`src/rtl/phase_accumulator.sv`:
```
// Per-operator phase accumulator (NCO core) with 36 accumulators in a 1W/1R RAM, post-reset clear and write-to-read forwarding.
// Optional phase modulation on the output path is enabled by defining OPL3_PHASE_MOD_EN.
module phase_accumulator #(
  parameter int PHASE_ACC_WIDTH = 20,
  parameter int PHASE_OUT_WIDTH = 10,
  parameter int NUM_BANKS       = 2,
  parameter int OPS_PER_BANK    = 18
) (
  input  logic                         clk,
  input  logic                         reset_n,
  input  logic                         op_valid_p2,
  input  logic                         bank_num_p2,
  input  logic [4:0]                   op_num_p2,
  input  logic [PHASE_ACC_WIDTH-1:0]   phase_inc_p2,
  input  logic                         key_on_pulse_p2,
`ifdef OPL3_PHASE_MOD_EN
  input  logic signed [PHASE_OUT_WIDTH-1:0] modulation_p2,
`endif
  output logic                         busy,
  output logic                         phase_valid_p4,
  output logic [PHASE_OUT_WIDTH-1:0]   phase_p4
);

  localparam int NUM_OPS = NUM_BANKS * OPS_PER_BANK;
  localparam int ADDR_W  = $clog2(NUM_OPS);

  typedef enum logic {CLEAR, RUN} state_t;

  state_t                      state;
  logic [ADDR_W-1:0]           clr_cnt;
  logic [PHASE_ACC_WIDTH-1:0]  mem [NUM_OPS];

  logic                        slot_legal;
  logic                        accept;
  logic [ADDR_W-1:0]           addr_p2;

  logic                        valid_p3;
  logic [ADDR_W-1:0]           addr_p3;
  logic [PHASE_ACC_WIDTH-1:0]  inc_p3;
  logic                        key_on_p3;
  logic                        fwd_p3;
  logic [PHASE_ACC_WIDTH-1:0]  fwd_data_p3;
  logic [PHASE_ACC_WIDTH-1:0]  rd_data_p3;
`ifdef OPL3_PHASE_MOD_EN
  logic signed [PHASE_OUT_WIDTH-1:0] mod_p3;
`endif

  logic [PHASE_ACC_WIDTH-1:0]  acc_old;
  logic [PHASE_ACC_WIDTH-1:0]  acc_new;
  logic [PHASE_OUT_WIDTH-1:0]  phase_out;
  logic                        wr_en;
  logic [ADDR_W-1:0]           wr_addr;
  logic [PHASE_ACC_WIDTH-1:0]  wr_data;

  // Illegal operator numbers are forced to address 0 so the read never leaves the array.
  always_comb begin
    slot_legal = op_num_p2 < 5'(OPS_PER_BANK);
    addr_p2    = '0;
    if (slot_legal) begin
      addr_p2 = bank_num_p2 ? ADDR_W'(OPS_PER_BANK) + ADDR_W'(op_num_p2) : ADDR_W'(op_num_p2);
    end
    accept = op_valid_p2 && slot_legal && (state == RUN);
  end

  always_comb begin
    acc_old = fwd_p3 ? fwd_data_p3 : rd_data_p3;
    acc_new = key_on_p3 ? '0 : acc_old + inc_p3;
`ifdef OPL3_PHASE_MOD_EN
    phase_out = acc_new[PHASE_ACC_WIDTH-1 -: PHASE_OUT_WIDTH] + $unsigned(mod_p3);
`else
    phase_out = acc_new[PHASE_ACC_WIDTH-1 -: PHASE_OUT_WIDTH];
`endif
    wr_en   = (state == CLEAR) || valid_p3;
    wr_addr = (state == CLEAR) ? clr_cnt : addr_p3;
    wr_data = (state == CLEAR) ? '0 : acc_new;
  end

  // A read issued on the same edge as a write to that address returns stale data; fwd_p3 covers it.
  always_ff @(posedge clk) begin
    if (wr_en) begin
      mem[wr_addr] <= wr_data;
    end
    rd_data_p3 <= mem[addr_p2];
  end

  always_ff @(posedge clk or negedge reset_n) begin
    if (!reset_n) begin
      state          <= CLEAR;
      clr_cnt        <= '0;
      busy           <= 1'b1;
      valid_p3       <= 1'b0;
      addr_p3        <= '0;
      inc_p3         <= '0;
      key_on_p3      <= 1'b0;
      fwd_p3         <= 1'b0;
      fwd_data_p3    <= '0;
`ifdef OPL3_PHASE_MOD_EN
      mod_p3         <= '0;
`endif
      phase_valid_p4 <= 1'b0;
      phase_p4       <= '0;
    end else begin
      if (state == CLEAR) begin
        if (clr_cnt == ADDR_W'(NUM_OPS - 1)) begin
          state <= RUN;
          busy  <= 1'b0;
        end else begin
          clr_cnt <= clr_cnt + 1'b1;
        end
      end
      valid_p3    <= accept;
      addr_p3     <= addr_p2;
      inc_p3      <= phase_inc_p2;
      key_on_p3   <= key_on_pulse_p2;
      fwd_p3      <= valid_p3 && (addr_p3 == addr_p2);
      fwd_data_p3 <= acc_new;
`ifdef OPL3_PHASE_MOD_EN
      mod_p3      <= modulation_p2;
`endif
      phase_valid_p4 <= valid_p3;
      if (valid_p3) begin
        phase_p4 <= phase_out;
      end
    end
  end

endmodule
```
`config.mk`:
```
export PLATFORM = sky130hd
export DESIGN_NAME = phase_accumulator
export DESIGN_NICKNAME = d
export VERILOG_FILES = /design/src/rtl/phase_accumulator.sv
export SDC_FILE = /design/constraint.sdc
export NUM_CORES = 1
export LEC_CHECK = 0
export CAP_MARGIN = 30
export CORE_ASPECT_RATIO = 0.7
export CORE_MARGIN = 4
export CORE_UTILIZATION = 39
export DETAILED_ROUTE_END_ITERATION = 10
export GPL_ROUTABILITY_DRIVEN = 0
export SETUP_SLACK_MARGIN = 0.3
export SYNTH_ARGS = -nofsm -noshare
export SYNTH_HDL_FRONTEND = slang
export SYNTH_SLANG_ARGS = --single-unit
```
`constraint.sdc`:
```
create_clock -name clk -period 6.6 [get_ports clk]
set_input_delay 1.65 -clock clk [delete_from_list [all_inputs] [get_ports clk]]
set_output_delay 1.65 -clock clk [all_outputs]
set_load 0.05 [all_outputs]
```
==> results.py, run 1 <==
metrics = {
    "timing": {
        "hold_viol": 0,
        "fmax_ghz": 0.204,
        "tns_ns": 0,
        "timing.final.max_slew_violations": 0,
        "timing.final.ws_setup_ns": 1.69,
        "unrepaired_setup_endpoints_after_global_routing": "false",
        "report.final.setup_viol": 0,
        "min_period_over_period": 0.744,
        "period_needed_ns": 4.91,
        "slew_headroom": 0.295,
        "fin_worst_skew_ns": 0.0154,
        "worstMarginPinSlew_ns": 1.06,
    },
    "synthesis": {
        "postSynth.asyncResetShare": 0.0842,
        "dominantRegCellSynth": "sky130_fd_sc_hd__edfxtp_1",
        "mappedNetlistNets": 2260,
        "post_synthesis_cell_type_with_the_largest_combined_area": "sky130_fd_sc_hd__edfxtp_1",
        "yosysWarningCount": 0,
        "post-synth-top-count-cell": "sky130_fd_sc_hd__edfxtp_1",
        "number_of_synthesized_flops_with_an_enable_pin": 720,
        "synth.top_cells.by_count": "sky130_fd_sc_hd__edfxtp_1, sky130_fd_sc_hd__nand2_1, sky130_fd_sc_hd__nand3_1",
        "synth_cell_types": 65,
        "post_synth_instance_area_sq_mm": 0.0323,
        "netlist_instances": 2207,
        "post_synth_main_area_contributors": "sky130_fd_sc_hd__edfxtp_1, sky130_fd_sc_hd__dfrtp_1, sky130_fd_sc_hd__nand2_1, sky130_fd_sc_hd__mux4_2, sky130_fd_sc_hd__mux2i_1",
        "synth.ff_latch_count": 808,
        "synth_seq_area_share": 0.734,
        "avgSynthCellArea_sq_um": 14.6,
        "synth_top_area_frac": 0.669,
    },
    "worst_setup_path": {
        "reg2regPathDepth": 11,
        "critical_path.endpoint_type": "register",
        "crit_path_max_incr_delay_ns": 0.64,
        "critical_path.slowest_cell": "sky130_fd_sc_hd__clkinv_2",
        "critical_path_class": "primary input to register",
        "cp.required_ns": 7.10,
        "path_buf_inv": 4,
        "critPathLaunchType": "primary input",
        "critical_path.cell_chain": "clkdlybuf4s50_1 > inv_1 > ha_1 > nor2b_2 > o21ai_4 > clkinv_2 > buf_4 > nand3_1 > a31oi_1 > a311oi_1 > a32o_1",
        "crit_path_max_fanout": 40,
        "crit_cells": 11,
        "critical-path-top-delay-family": "buffers and inverters",
        "worst_ep_arrival_time_ns": 5.41,
    },
    "grt": {
        "globalRouteTotalUtil": 0.198,
        "grt_overflow": 0,
        "grt_antenna_before_repair": 1,
        "largest_net_degree_at_the_start_of_global_routing": 122,
        "vias_in_the_first_global_route": 18700,
        "grt_first_pass_wirelength_mm": 130,
    },
    "floorplan": {
        "fp.dieArea_sq_mm": 0.0876,
        "num_io_pins": 42,
        "row_count": 88,
        "start_util": 0.393,
        "die_h_microns": 249,
        "die_width_microns": 352,
        "core-area_sq_mm": 0.0822,
    },
    "routing": {
        "avgViaCountPerCell": 5.75,
        "drt-pass1-iter-count": 7,
        "detail_route.drc_violations": 0,
        "post_drt_wl_per_cell_microns": 25.9,
        "drt_wl_total_mm": 88.0,
        "drt-initial-drc-count": 2355,
        "antenna_left": 0,
        "detailroute.via_count": 19600,
    },
    "placed_design": {
        "port_buffers": 41,
        "half_perimeter_wire_length_after_placement_mm": 52.9,
        "placement.setup.worst_slack_ns": 1.13,
    },
    "clocking": {
        "clk_path_buf_depth": 3,
        "holdBufCountCts": 0,
        "cts-resized-gates": 0,
        "path_clk_slew_ns": 0.06,
        "worstSkewPairLatency_ns": 0.63,
        "tritoncts.num_buffers": 73,
        "cts_root_buf": "sky130_fd_sc_hd__clkbuf_16",
        "cts_htree_levels": 3,
        "clock_tree_from_tritoncts": "yes",
        "cts_post_setup_buffers_inserted": 0,
        "sinks_on_clock_net": 808,
    },
    "hold_path": {
        "cell_depth_of_the_worst_min_delay_path": 1,
        "hold_path.class": "register to register",
    },
    "finish": {
        "num-nets-final": 2317,
        "area.growth.synth_to_final_pct": 13.7,
        "antenna_cells_inserted": 0,
        "fillers": 7164,
        "post_route_cells_drive_above_1_share": 0.132,
        "final_util": 0.447,
    },
    "pwr": {
        "total_leakage_power_nw": 12.4,
        "power.ir.vdd_worst_v": 0.000196,
        "power.density_mw_per_mm2": 329,
    },
    "job": {
        "maxcap_viol_count": 0,
    },
    "outcome": {
        "status": "finished clean",
    },
}
## per-stage QoR
| stage | power (W) | hold slack [ns] | std cells | instance area [sq um] |
|---|---|---|---|---|
| 5_1_grt | 0.0125 | 0.507 | 3403 | 36800 |
| 6_report | 0.0121 | 0.489 | 3403 | 36800 |
| 3_3_place_gp | 0.00795 | 0.479 | 3263 | 34300 |
| 4_1_cts | 0.0122 | 0.498 | 3402 | 36700 |
| 3_5_place_dp | 0.00799 | 0.479 | 3268 | 34400 |
| 2_1_floorplan | 0.00724 | 0.352 | 2207 | 32300 |
## logic make-up (layout without fill, tap and decap cells)
family / count (synthesis) / in the layout / share of synthesized area
adder cells (fa/ha/maj): 23 / 23 / 0.00914
buffers and inverters: 144 / 260 / 0.0207
flip-flops: 808 / 808 / 0.734
AND/OR/NAND/NOR: 719 / 719 / 0.0958
AO/OA/AOI/OAI: 357 / 357 / 0.0767
XOR/XNOR: 27 / 27 / 0.00732
multiplexers: 129 / 129 / 0.0563
## where the power goes
part / internal (W) / switching (W) / total [W]
Clock: 0.00235 / 0.00186 / 0.00421
Sequential: 0.00609 / 0.0000733 / 0.00617
Combinational: 0.000468 / 0.00126 / 0.00173
Total: 0.00891 / 0.00319 / 0.0121
## metal layers
metal | wire, microns | global-route usage | vias up | share of wire
met1 | 40300 | 0.307 | 10000 | 0.46
li1 | - | - | 8539 | -
met5 | 13 | 0 | - | 0.00015
met4 | 2080 | 0.0494 | 2 | 0.024
met2 | 38100 | 0.287 | 877 | 0.43
met3 | 7500 | 0.0351 | 141 | 0.085
## area by class of cell
cell class              instances  area [sq um]  area share
clock inverters                39           290     0.00789
inverters                      20          85.1     0.00231
well taps                    1080          1350      0.0368
multi-input cells            1255          8210       0.223
clock buffers                  95          2050      0.0557
repair buffers                106          1060      0.0288
flip-flops and latches        808         23700       0.645
## registers in the layout, summed over array words and instances (netlist names)
name,count
state,1
rd_data_p3,20
clr_cnt,6
fwd_p3,1
fwd_data_p3,20
key_on_p3,1
busy,1
inc_p3,20
phase_valid_p4,1
addr_p3,6
mem,720
valid_p3,1
phase_p4,10
## cell usage in the layout, fill, tap and decap left out, drive strengths merged, types with 12 or more instances in the layout
master         synthesis  layout
edfxtp               720     720
nand2                426     426
nand3                100     100
clkbuf                43      95
nor2                  80      80
a21oi                 73      73
dfrtp                 67      67
buf                   81      67
a31oi                 65      65
mux2i                 60      60
mux4                  39      39
clkdlybuf4s50          0      39
a211oi                33      33
o21ai                 32      32
clkinv                 1      32
and2                  30      30
mux2                  30      30
a311oi                24      24
ha                    22      22
dfxtp                 20      20
a32oi                 19      19
inv                   19      19
nor3                  19      19
nor2b                 17      17
o22ai                 14      14
xnor2                 14      14
xor2                  13      13
a21o                  13      13
and3                  12      12
nor4                  12      12
## final timing paths
kind / startpoint / to / slack, ns
setup / recovery: op_num_p2[2] / rd_data_p3[10]$_DFF_P_ / 1.69
min in group asynchronous: reset_n / inc_p3[17]$_DFF_PN0_ / 1.14
hold / removal: busy$_DFFE_PN1P_ / busy$_DFFE_PN1P_ / 0.49
setup reg to reg: fwd_p3$_DFF_PN0_ / mem[28][18]$_DFFE_PP_ / 2.01
max in group asynchronous: reset_n / inc_p3[5]$_DFF_PN0_ / 4.87
hold reg to reg: busy$_DFFE_PN1P_ / busy$_DFFE_PN1P_ / 0.49
Power figures use the tool's default switching activity.
==> inputs of run 2 (changes only) <==
clock period = 4.2 ns   (was 6.6 ns; I/O delays follow)
==> run 2 against run 1 <==
Via count rose by 2.3%. Total power increased by 59%. Global-route usage increased by 0.78 points. Hold slack got worse by 0.070 ns. Sequential power up 57%. Count of clock-buffer cells in the layout up 9. Setup slack got worse by 1.2 ns. Utilization grew 0.81 points. Clock skew rose by 0.0013 ns. Critical endpoint is now mem[8][18]$_DFFE_PP_. Largest cell class unchanged. Largest power group unchanged.
==> results.py, run 2 (synthesis gave the netlist of run 1 again) <==
metrics = {
    "floorplan": {
        "core-area_sq_mm": 0.0822,
        "fp.dieArea_sq_mm": 0.0876,
        "die_h_microns": 249,
        "row_count": 88,
        "num_io_pins": 42,
        "start_util": 0.393,
        "die_width_microns": 352,
    },
    "timing": {
        "timing.final.max_slew_violations": 0,
        "report.final.setup_viol": 0,
        "timing.final.ws_setup_ns": 0.456,
        "fin_worst_skew_ns": 0.0167,
        "tns_ns": 0,
        "period_needed_ns": 3.74,
        "min_period_over_period": 0.891,
        "worstMarginPinSlew_ns": 1.02,
        "slew_headroom": 0.309,
        "unrepaired_setup_endpoints_after_global_routing": "false",
        "fmax_ghz": 0.267,
        "hold_viol": 0,
    },
    "worst_setup_path": {
        "cp.required_ns": 4.51,
        "critPathLaunchType": "register",
        "crit_path_max_fanout": 36,
        "critical_path.endpoint_type": "register",
        "worst_ep_arrival_time_ns": 4.06,
        "critical_path_class": "register to register",
    },
    "grt": {
        "largest_net_degree_at_the_start_of_global_routing": 69,
        "vias_in_the_first_global_route": 19200,
        "grt_overflow": 0,
        "globalRouteTotalUtil": 0.205,
        "grt_first_pass_wirelength_mm": 134,
        "grt_antenna_before_repair": 5,
    },
    "placed_design": {
        "placed_cells_incl_taps": 3339,
        "port_buffers": 41,
        "half_perimeter_wire_length_after_placement_mm": 56.4,
        "placement.setup.worst_slack_ns": -0.217,
    },
    "routing": {
        "avgViaCountPerCell": 5.76,
        "drt-pass1-iter-count": 6,
        "detailroute.via_count": 20000,
        "drt-initial-drc-count": 2542,
        "detail_route.drc_violations": 0,
        "antenna_left": 0,
        "post_drt_wl_per_cell_microns": 26.4,
        "drt_wl_total_mm": 91.8,
    },
    "clocking": {
        "clk_path_buf_depth": 3,
        "clock_tree_from_tritoncts": "yes",
        "holdBufCountCts": 0,
        "sinks_on_clock_net": 808,
        "cts_htree_levels": 3,
        "tritoncts.num_buffers": 75,
        "path_clk_slew_ns": 0.06,
        "worstSkewPairLatency_ns": 0.62,
        "cts_root_buf": "sky130_fd_sc_hd__clkbuf_16",
    },
    "pwr": {
        "power.density_mw_per_mm2": 516,
        "total_power_w": 0.0193,
        "portion_of_total_power_attributed_to_the_clock_network": 0.348,
        "total_leakage_power_nw": 12.8,
        "internal_power_w": 0.0142,
        "power.switching_fraction": 0.264,
        "power.switching_w": 0.00510,
        "power.ir.vdd_worst_v": 0.000295,
        "seqPwrFrac": 0.503,
        "combPwrFrac": 0.149,
    },
    "finish": {
        "layout.cells.non_filler": 3475,
        "antenna_cells_inserted": 0,
        "max_flop_register": "mem",
        "multiInputGateArea_sq_mm": 0.00817,
        "largest_reg_flops": 720,
        "layout_common_cells": "sky130_fd_sc_hd__edfxtp_1, sky130_fd_sc_hd__nand2_1, sky130_fd_sc_hd__buf_4",
        "area.growth.synth_to_final_pct": 15.8,
        "post_route_cells_drive_above_1_share": 0.162,
        "num-nets-final": 2394,
        "fillers": 7131,
        "final_common_cell": "sky130_fd_sc_hd__edfxtp_1",
        "layout.area.seq_sq_mm": 0.0237,
        "final_util": 0.455,
    },
    "hold_path": {
        "hold_path.class": "primary input to async pin",
    },
    "outcome": {
        "status": "finished clean",
    },
    "job": {
        "maxcap_viol_count": 0,
    },
}
==> run 2: layout make-up <==
class	count	share of cell area
Clock inverter	27	0.00605
Sequential cell	808	0.634
Tap cell	1080	0.0361
Inverter	20	0.00227
Timing Repair Buffer	181	0.0460
Multi-Input combinational cell	1255	0.218
Clock buffer	104	0.0575
==> run 2: layer usage <==
metal	routed length, microns	track usage	up-vias
li1	-	-	8669
met1	41600	0.315	10300
met2	39800	0.299	950
met3	8480	0.0427	124
met4	1880	0.0495	2
met5	13	0	-
==> run 2: metrics by stage <==
stage | instance area (sq um) | hold WS [ns]
floorplan | 32400 | 0.352
global placement | 34900 | 0.475
detailed placement | 34900 | 0.478
CTS | 37300 | 0.494
global route | 37400 | 0.453
finish | 37400 | 0.419
==> run 2: what timing repair did <==
item,CTS,global route
endpoints found under the setup margin,0,146
setup buffers,0,2
endpoints found under the hold margin,0,0
gates resized for setup,0,6
==> run 2: path summary, 6_finish.rpt <==
path	startpoint	to	slack (ns)	cells past startpoint
max in group asynchronous	reset_n	busy$_DFFE_PN1P_	3.41	2
max	fwd_p3$_DFF_PN0_	mem[8][18]$_DFFE_PP_	0.46	12
min in group clk	busy$_DFFE_PN1P_	busy$_DFFE_PN1P_	0.49	1
max reg2reg	fwd_p3$_DFF_PN0_	mem[8][18]$_DFFE_PP_	0.46	12
min reg2reg	busy$_DFFE_PN1P_	busy$_DFFE_PN1P_	0.49	1
min	reset_n	inc_p3[16]$_DFF_PN0_	0.42	2
==> run 2: power groups by stage <==
stage / clock network [W] / registers, W / logic [W]
detailed placement: 0 / 0.00987 / 0.00283
finish: 0.00671 / 0.00970 / 0.00288
global placement: 0 / 0.00987 / 0.00277
global route: 0.00718 / 0.00971 / 0.00309
CTS: 0.00681 / 0.00970 / 0.00284
floorplan: 0 / 0.00992 / 0.00147
==> run 2: worst max-delay path: stages, from the launching register on <==
cell                        delay, ns
sky130_fd_sc_hd__dfrtp_1         0.36
sky130_fd_sc_hd__mux2_2          0.38
sky130_fd_sc_hd__ha_1            0.25
sky130_fd_sc_hd__fa_1            0.44
sky130_fd_sc_hd__a21o_1          0.20
sky130_fd_sc_hd__a221oi_1        0.24
sky130_fd_sc_hd__buf_4           0.18
sky130_fd_sc_hd__a31oi_1         0.15
sky130_fd_sc_hd__o2bb2ai_1       0.25
sky130_fd_sc_hd__a211oi_2        0.29
sky130_fd_sc_hd__xor2_1          0.31
sky130_fd_sc_hd__nor2_2          0.07
sky130_fd_sc_hd__buf_4           0.27
==> inputs of run 3 (changes only) <==
clock period = 4.5 ns   (was 4.2 ns; I/O delays follow)
==> run 3 against run 2 <==
First-iteration DRC count is 1.1% higher. Register-to-register slack better by 0.18 ns. Die area stayed put. Sequential power is 7.0% lower. Combinational power is 6% lower. Global-route usage is 0.32 points lower. Utilization is 0.15 points lower. Clock power is 6.4% lower. Critical endpoint is now rd_data_p3[18]$_DFF_P_. Highest routed layer is now met4.
==> results.py, run 3 (synthesis gave the netlist of run 1 again) <==
metrics = {
    "outcome": {
        "status": "finished clean",
    },
    "pwr": {
        "portion_of_total_power_attributed_to_the_clock_network": 0.349,
        "internal_power_w": 0.0133,
        "seqPwrFrac": 0.501,
        "combPwrFrac": 0.151,
        "total_power_w": 0.0180,
        "power.ir.vdd_worst_v": 0.000257,
        "power.switching_w": 0.00476,
        "total_leakage_power_nw": 12.8,
        "power.switching_fraction": 0.264,
        "power.density_mw_per_mm2": 483,
    },
    "clocking": {
        "clock_tree_from_tritoncts": "yes",
        "sinks_on_clock_net": 808,
        "path_clk_slew_ns": 0.07,
        "tritoncts.num_buffers": 72,
        "cts_root_buf": "sky130_fd_sc_hd__clkbuf_16",
        "clk_path_buf_depth": 3,
        "worstSkewPairLatency_ns": 0.63,
        "holdBufCountCts": 0,
        "cts_htree_levels": 3,
        "cts-resized-gates": 0,
        "cts_post_setup_buffers_inserted": 0,
    },
    "timing": {
        "period_needed_ns": 4.05,
        "hold_viol": 0,
        "unrepaired_setup_endpoints_after_global_routing": "false",
        "worstMarginPinSlew_ns": 0.949,
        "report.final.setup_viol": 0,
        "timing.hold.ws_ns": 0.498,
        "timing.final.max_slew_violations": 0,
        "slew_headroom": 0.366,
        "fin_worst_skew_ns": 0.0242,
        "fmax_ghz": 0.247,
        "min_period_over_period": 0.900,
    },
    "finish": {
        "max_flop_register": "mem",
        "area.growth.synth_to_final_pct": 15.4,
        "fillers": 7059,
        "finished_cell_area_sq_mm": 0.0373,
        "layout_common_cells": "sky130_fd_sc_hd__edfxtp_1, sky130_fd_sc_hd__nand2_1, sky130_fd_sc_hd__buf_4",
        "largest_reg_flops": 720,
        "post_route_cells_drive_above_1_share": 0.157,
        "final_common_cell": "sky130_fd_sc_hd__edfxtp_1",
        "num-nets-final": 2392,
        "multiInputGateArea_sq_mm": 0.00813,
        "layout.area.seq_sq_mm": 0.0237,
    },
    "floorplan": {
        "fp.dieArea_sq_mm": 0.0876,
        "start_util": 0.393,
        "core-area_sq_mm": 0.0822,
        "die_h_microns": 249,
        "die_width_microns": 352,
        "row_count": 88,
        "num_io_pins": 42,
    },
    "worst_setup_path": {
        "critical_path.endpoint_type": "register",
        "cp.required_ns": 5.02,
        "worst_ep_arrival_time_ns": 4.57,
        "critPathLaunchType": "primary input",
        "critical_path_class": "primary input to register",
        "crit_path_max_fanout": 59,
    },
    "grt": {
        "vias_in_the_first_global_route": 19300,
        "largest_net_degree_at_the_start_of_global_routing": 79,
        "grt_antenna_before_repair": 5,
        "grt_overflow": 0,
        "grt_first_pass_wirelength_mm": 133,
        "globalRouteTotalUtil": 0.202,
    },
    "routing": {
        "avgViaCountPerCell": 5.77,
        "post_drt_wl_per_cell_microns": 25.9,
        "drt_wl_total_mm": 90.1,
        "detail_route.drc_violations": 0,
        "detailroute.via_count": 20000,
        "drt-initial-drc-count": 2570,
        "antenna_left": 0,
        "drt-pass1-iter-count": 6,
    },
    "placed_design": {
        "dpl_cell_area_sq_mm": 0.0350,
        "half_perimeter_wire_length_after_placement_mm": 56.0,
        "port_buffers": 41,
    },
    "job": {
        "maxcap_viol_count": 0,
    },
    "hold_path": {
        "hold_path.class": "register to register",
    },
}
==> run 3: cell count changes in the layout (fill, tap and decap cells not counted), sizes merged <==
cell	delta
buf	+1
bufinv	+5
clkbuf	-10
clkinv	+8
clkinvlp	-4
diode	+2
inv	-1
==> run 3: cell type report <==
type                       count  share of cell area
antenna                        2            0.000134
clock inverter                35              0.0101
multi-input combinational   1255               0.218
sequential                   808               0.636
inverter                      20             0.00228
clock buffer                  94              0.0528
timing repair buffer         182              0.0447
tap                         1080              0.0362
==> run 3: routing by layer <==
layer | up-vias | global-route usage | share of wire | routed length [microns]
li1 | 8650 | - | - | -
met1 | 10300 | 0.308 | 0.44 | 39700
met2 | 1001 | 0.297 | 0.44 | 39400
met3 | 131 | 0.0429 | 0.10 | 9210
met4 | 0 | 0.0477 | 0.020 | 1800
met5 | - | 0 | 0 | 0
==> run 3: final timing paths <==
check | start | end | slack, ns | cells after the start
max | op_num_p2[1] | rd_data_p3[18]$_DFF_P_ | 0.45 | 12
min | phase_p4[1]$_DFFE_PN0P_ | phase_p4[1]$_DFFE_PN0P_ | 0.50 | 1
max reg2reg | fwd_p3$_DFF_PN0_ | mem[29][19]$_DFFE_PP_ | 0.64 | 11
min reg2reg | phase_p4[1]$_DFFE_PN0P_ | phase_p4[1]$_DFFE_PN0P_ | 0.50 | 1
max in group asynchronous | reset_n | addr_p3[2]$_DFF_PN0_ | 3.27 | 1
min in group asynchronous | reset_n | inc_p3[15]$_DFF_PN0_ | 0.61 | 1
==> run 3: critical path, stage by stage <==
cell	delay (ns)
sky130_fd_sc_hd__clkdlybuf4s50_1	0.47
sky130_fd_sc_hd__inv_1	0.09
sky130_fd_sc_hd__ha_1	0.26
sky130_fd_sc_hd__nor2b_2	0.37
sky130_fd_sc_hd__o21ai_4	0.15
sky130_fd_sc_hd__inv_6	0.27
sky130_fd_sc_hd__buf_12	0.33
sky130_fd_sc_hd__a21oi_1	0.09
sky130_fd_sc_hd__a221oi_1	0.42
sky130_fd_sc_hd__nor3_1	0.10
sky130_fd_sc_hd__o32a_1	0.46
sky130_fd_sc_hd__a31oi_1	0.31
==> run 3: power by group through the flow <==
stage	Clock (W)	Sequential (W)	Combinational, W
final	0.00628	0.00902	0.00271
after global routing	0.00669	0.00904	0.00291
after CTS	0.00636	0.00903	0.00271
after detailed placement	0	0.00919	0.00270
after global placement	0	0.00918	0.00263
after floorplan	0	0.00926	0.00136
==> run 3: per-stage QoR <==
stage	setup TNS (ns)	worst slack, ns	utilization	cells
after floorplan	0	0.345	-	2207
after global placement	-0.503	-0.157	0.425	3344
after detailed placement	-0.613	-0.164	0.425	3345
after CTS	0	0.489	0.454	3474
after global routing	0	0.318	0.454	3474
final	0	0.451	0.454	3476
